<file path="src/rtl/countdown_timer_pkg.sv">
// Shared definitions for the mm:ss countdown timer: state encoding and default field geometry.
package countdown_timer_pkg;

    localparam int DEF_X = 6;
    localparam int DEF_N = 60;

    typedef enum logic [1:0] {
        ST_IDLE  = 2'd0,
        ST_RUN   = 2'd1,
        ST_PAUSE = 2'd2,
        ST_DONE  = 2'd3
    } state_e;

endpackage

</file>
<file path="src/rtl/countdown_timer_down_counter_nbits.sv">
// Mod-n down counter; wraps from 0 to n-1 and flags the wrap as a combinational borrow.
module down_counter_nbits
    import countdown_timer_pkg::*;
#(
    parameter int W = DEF_X,
    parameter int N = DEF_N
) (
    input  logic         clk,
    input  logic         reset,
    input  logic         en,
    input  logic         load,
    input  logic [W-1:0] load_val,
    output logic [W-1:0] count,
    output logic         borrow
);

    logic [W-1:0] count_q, count_d;

    always_comb begin
        count_d = count_q;
        if (load) begin
            count_d = load_val;
        end else if (en) begin
            count_d = (count_q == '0) ? W'(N - 1) : count_q - W'(1);
        end
    end

    always_ff @(posedge clk) begin
        if (reset) begin
            count_q <= '0;
        end else begin
            count_q <= count_d;
        end
    end

    assign count  = count_q;
    assign borrow = en && (count_q == '0);

endmodule

</file>
<file path="src/rtl/countdown_timer.sv">
// Minutes:seconds countdown timer with load/start/pause/clear control and expiry flagging.
//
//   state  | meaning
//   IDLE   | preset held, waiting for start
//   RUN    | decrementing on each en tick
//   PAUSE  | count frozen, start resumes
//   DONE   | reached 00:00, held until clear/load
module countdown_timer
    import countdown_timer_pkg::*;
#(
    parameter int x = DEF_X,
    parameter int n = DEF_N
) (
    input  logic         clk,
    input  logic         reset,
    input  logic         en,
    input  logic         load,
    input  logic [x-1:0] load_sec,
    input  logic [x-1:0] load_min,
    input  logic         start,
    input  logic         pause,
    input  logic         clear,
    output logic [x-1:0] sec,
    output logic [x-1:0] min,
    output logic         running,
    output logic         expired,
    output logic         done
);

    state_e       state_q, state_d;
    logic         running_q, expired_q, done_q, done_d;
    logic         cnt_load, tick;
    logic [x-1:0] sec_load_val, min_load_val;
    logic [x-1:0] sec_cnt, min_cnt;
    logic         sec_borrow, min_borrow;
    logic         is_zero, is_one;

    assign is_zero = (min_cnt == '0) && (sec_cnt == '0);
    assign is_one  = (min_cnt == '0) && (sec_cnt == x'(1));

    always_comb begin
        state_d      = state_q;
        done_d       = 1'b0;
        cnt_load     = 1'b0;
        tick         = 1'b0;
        sec_load_val = '0;
        min_load_val = '0;
        if (clear) begin
            state_d  = ST_IDLE;
            cnt_load = 1'b1;
        end else if (load && (state_q != ST_RUN)) begin
            state_d      = ST_IDLE;
            cnt_load     = 1'b1;
            sec_load_val = (32'(load_sec) >= n) ? x'(n - 1) : load_sec;
            min_load_val = (32'(load_min) >= n) ? x'(n - 1) : load_min;
        end else if (start && ((state_q == ST_IDLE) || (state_q == ST_PAUSE))) begin
            // A start on 00:00 is swallowed, including any en that came with it.
            if (!is_zero) begin
                state_d = ST_RUN;
            end
        end else if (pause && (state_q == ST_RUN)) begin
            state_d = ST_PAUSE;
        end else if (en && (state_q == ST_RUN)) begin
            tick = 1'b1;
            if (is_one) begin
                state_d = ST_DONE;
                done_d  = 1'b1;
            end
        end
    end

    always_ff @(posedge clk) begin
        if (reset) begin
            state_q   <= ST_IDLE;
            running_q <= 1'b0;
            expired_q <= 1'b0;
            done_q    <= 1'b0;
        end else begin
            state_q   <= state_d;
            running_q <= (state_d == ST_RUN);
            expired_q <= (state_d == ST_DONE);
            done_q    <= done_d;
        end
    end

    down_counter_nbits #(.W(x), .N(n)) u_sec (
        .clk      (clk),
        .reset    (reset),
        .en       (tick),
        .load     (cnt_load),
        .load_val (sec_load_val),
        .count    (sec_cnt),
        .borrow   (sec_borrow)
    );

    // Minutes only move when seconds wrap through zero.
    down_counter_nbits #(.W(x), .N(n)) u_min (
        .clk      (clk),
        .reset    (reset),
        .en       (sec_borrow),
        .load     (cnt_load),
        .load_val (min_load_val),
        .count    (min_cnt),
        .borrow   (min_borrow)
    );

    logic unused_min_borrow;
    assign unused_min_borrow = min_borrow;

    assign sec     = sec_cnt;
    assign min     = min_cnt;
    assign running = running_q;
    assign expired = expired_q;
    assign done    = done_q;

endmodule

</file>
<file path="config.mk">
export PLATFORM = sky130hd
export DESIGN_NAME = countdown_timer
export DESIGN_NICKNAME = d
export VERILOG_FILES = /design/src/rtl/countdown_timer_pkg.sv /design/src/rtl/countdown_timer_down_counter_nbits.sv /design/src/rtl/countdown_timer.sv
export SDC_FILE = /design/constraint.sdc
export NUM_CORES = 1
export LEC_CHECK = 0
export ABC_AREA = 1
export CAP_MARGIN = 25
export CORE_ASPECT_RATIO = 0.9
export CORE_UTILIZATION = 48
export CTS_CLUSTER_DIAMETER = 80
export CTS_CLUSTER_SIZE = 40
export DETAILED_ROUTE_END_ITERATION = 6
export PLACE_DENSITY = 0.8
export SLEW_MARGIN = 5
export SYNTH_ARGS = -nofsm -noshare
export SYNTH_HDL_FRONTEND = slang
export SYNTH_HIERARCHICAL = 1
export SYNTH_SLANG_ARGS = --single-unit
</file>
<file path="constraint.sdc">
create_clock -name clk -period 2.2 [get_ports clk]
set_input_delay 0.44 -clock clk [delete_from_list [all_inputs] [get_ports clk]]
set_output_delay 0.44 -clock clk [all_outputs]
set_load 0.02 [all_outputs]
</file>
==> results_dict.tcl <==
set metrics [dict create \
    status "completed" \
    grt_max_degree 16 \
    postCtsSetupBuffers 0 \
    grt_pass1_wl_mm 4.912 \
    syn_area_sq_um 1247 \
    cts_max_level 1 \
    syn_inst 209 \
    hold_slack_ns 0.5433 \
    antenna_found_initial 0 \
    syn_nets 232 \
    cp-end-kind "output pin" \
    drive_gt1_share_pct 9.350 \
    cts_resized 0 \
    required_ns 1.76 \
    path_delay_family "buffers and inverters" \
    postCtsHoldBufs 0 \
    setup_violations 0 \
    yosys_warnings 6 \
    final.setup.worst_slack_ns 0.3235 \
    dr.first_iter.drc_count 57 \
    grt-ovfl-total 0 \
    cp_max_fo 7 \
    clkLatencyLatePin_ns 0.28 \
    tns_ns 0 \
    diodes 0 \
    avgRoutedWirePerCell_um 10.05 \
    wl_mm 2.753 \
    regToRegSetupSlack_ns 0.55 \
    p_leak_nw 0.7824 \
    grt_setup_unrepaired "false" \
    fmax_ghz 0.5329 \
    slowest_stage "clkdlybuf4s50_1" \
    max-vdd-ir-drop_v 0.0003231 \
    slew_viol_final 0 \
    critPathLaunchType "flip-flop" \
    post-route-period-util_pct 85.30 \
    place_congestion 0.8558 \
    cts_buffers 3 \
    syn_area_per_cell_sq_um 5.969 \
    cts-root-buf "clkbuf_4" \
    area_growth_syn_to_layout_pct 31.59 \
    final_cell_mix "nand2_1, nor2_1, clkdlybuf4s50_1" \
    path_buf_inv 1 \
    dpl_worst_slack_ns 0.1505 \
    rows 17 \
    p_per_area_nw_per_um2 439.8 \
    grt_pass1_vias 1128 \
    crit_path_max_incr_delay_ns 0.66 \
    place_area_sq_um 1615 \
    dr.pass1.iters 4 \
    crit_chain "clkdlybuf4s50_1" \
    tightest_slew_ns 0.5272 \
    final_common_cell "nand2_1" \
    criticalPathCategory "reg2out" \
    totalPowerFinal_mw 0.7219 \
    path_clk_slew_ns 0.10 \
    slew_headroom_pct 64.74 \
    start_util_pct 51.00 \
    io_pins 34 \
    hp-class "reg2reg" \
    drc 0 \
    ant_nets 0 \
    fin_nets 270 \
    port_buffers 33 \
    via_per_inst 4.704 \
    die_area_sq_um 2807 \
    grt_util_all_layers_pct 21.74 \
    clockBufferDepth 2 \
    numClockSinks 17 \
    dp_hpwl_mm 2.123 \
    final_area_sq_um 1642 \
    critPathArrivalTime_ns 1.44 \
    fin_crit_ns 1.876 \
    cts_tree "built" \
    core_sq_um 2446 \
    die_y_um 50.36 \
    die_w_um 55.74 \
    cap_violations 0 \
    hold_violations 0 \
    fin_worst_skew_ns 0.006844 \
    vias 1289 \
]
-- worst register-to-register path: stages (launching register included) --
cell and delay, ns:
dfxtp_1 0.45, inv_1 0.12, ha_1 0.22, nand3_2 0.11
nor2_1 0.08, nor2_2 0.24, inv_1 0.10, o211ai_1 0.12
a21oi_1 0.09
-- flip-flops by register name (all words and copies together) (netlist names) --
register     cells
u_sec/count      6
done             1
u_min/count      6
running          1
expired          1
state_q          2
-- path summary, 6_finish.rpt --
kind	from	to	depth (start not counted)
worst max-delay path	u_min/count[4]	min[4]	1
worst max register to register	u_sec/count[0]	u_min/count[0]	8
worst min-delay path	u_min/count[0]	u_min/count[0]	2
worst min register to register	u_min/count[0]	u_min/count[0]	2
-- metrics by stage --
step	util (%)	instances
after floorplan	-	209
final	67.11	274
after global routing	67.11	274
after detailed placement	66.04	270
after global placement	66.04	270
after CTS	67.11	274
-- routing by layer --
metal | track usage, % | routed length [um] | share of wire [%]
met5 | 0 | 0 | 0
met4 | 7.500 | 23 | 0.84
met3 | 2.320 | 150 | 5.4
met2 | 33.73 | 1136 | 41
met1 | 31.28 | 1443 | 52
-- power breakdown --
| group | total (mW) | switching, mW | internal (mW) |
|---|---|---|---|
| sequential | 0.336 | 0.0172 | 0.319 |
| combinational | 0.218 | 0.119 | 0.0990 |
| clock | 0.167 | 0.0969 | 0.0703 |
| total | 0.722 | 0.233 | 0.489 |
-- layout make-up --
cell class              instances  area, sq um
fillers                       236        804.5
multi-input cells             157        774.5
flip-flops and latches         17        340.3
repair buffers                 34        337.8
inverters                      34        127.6
well taps                      28        35.03
clock buffers                   4        26.28
No activity file was read; power rests on OpenSTA's default activity.
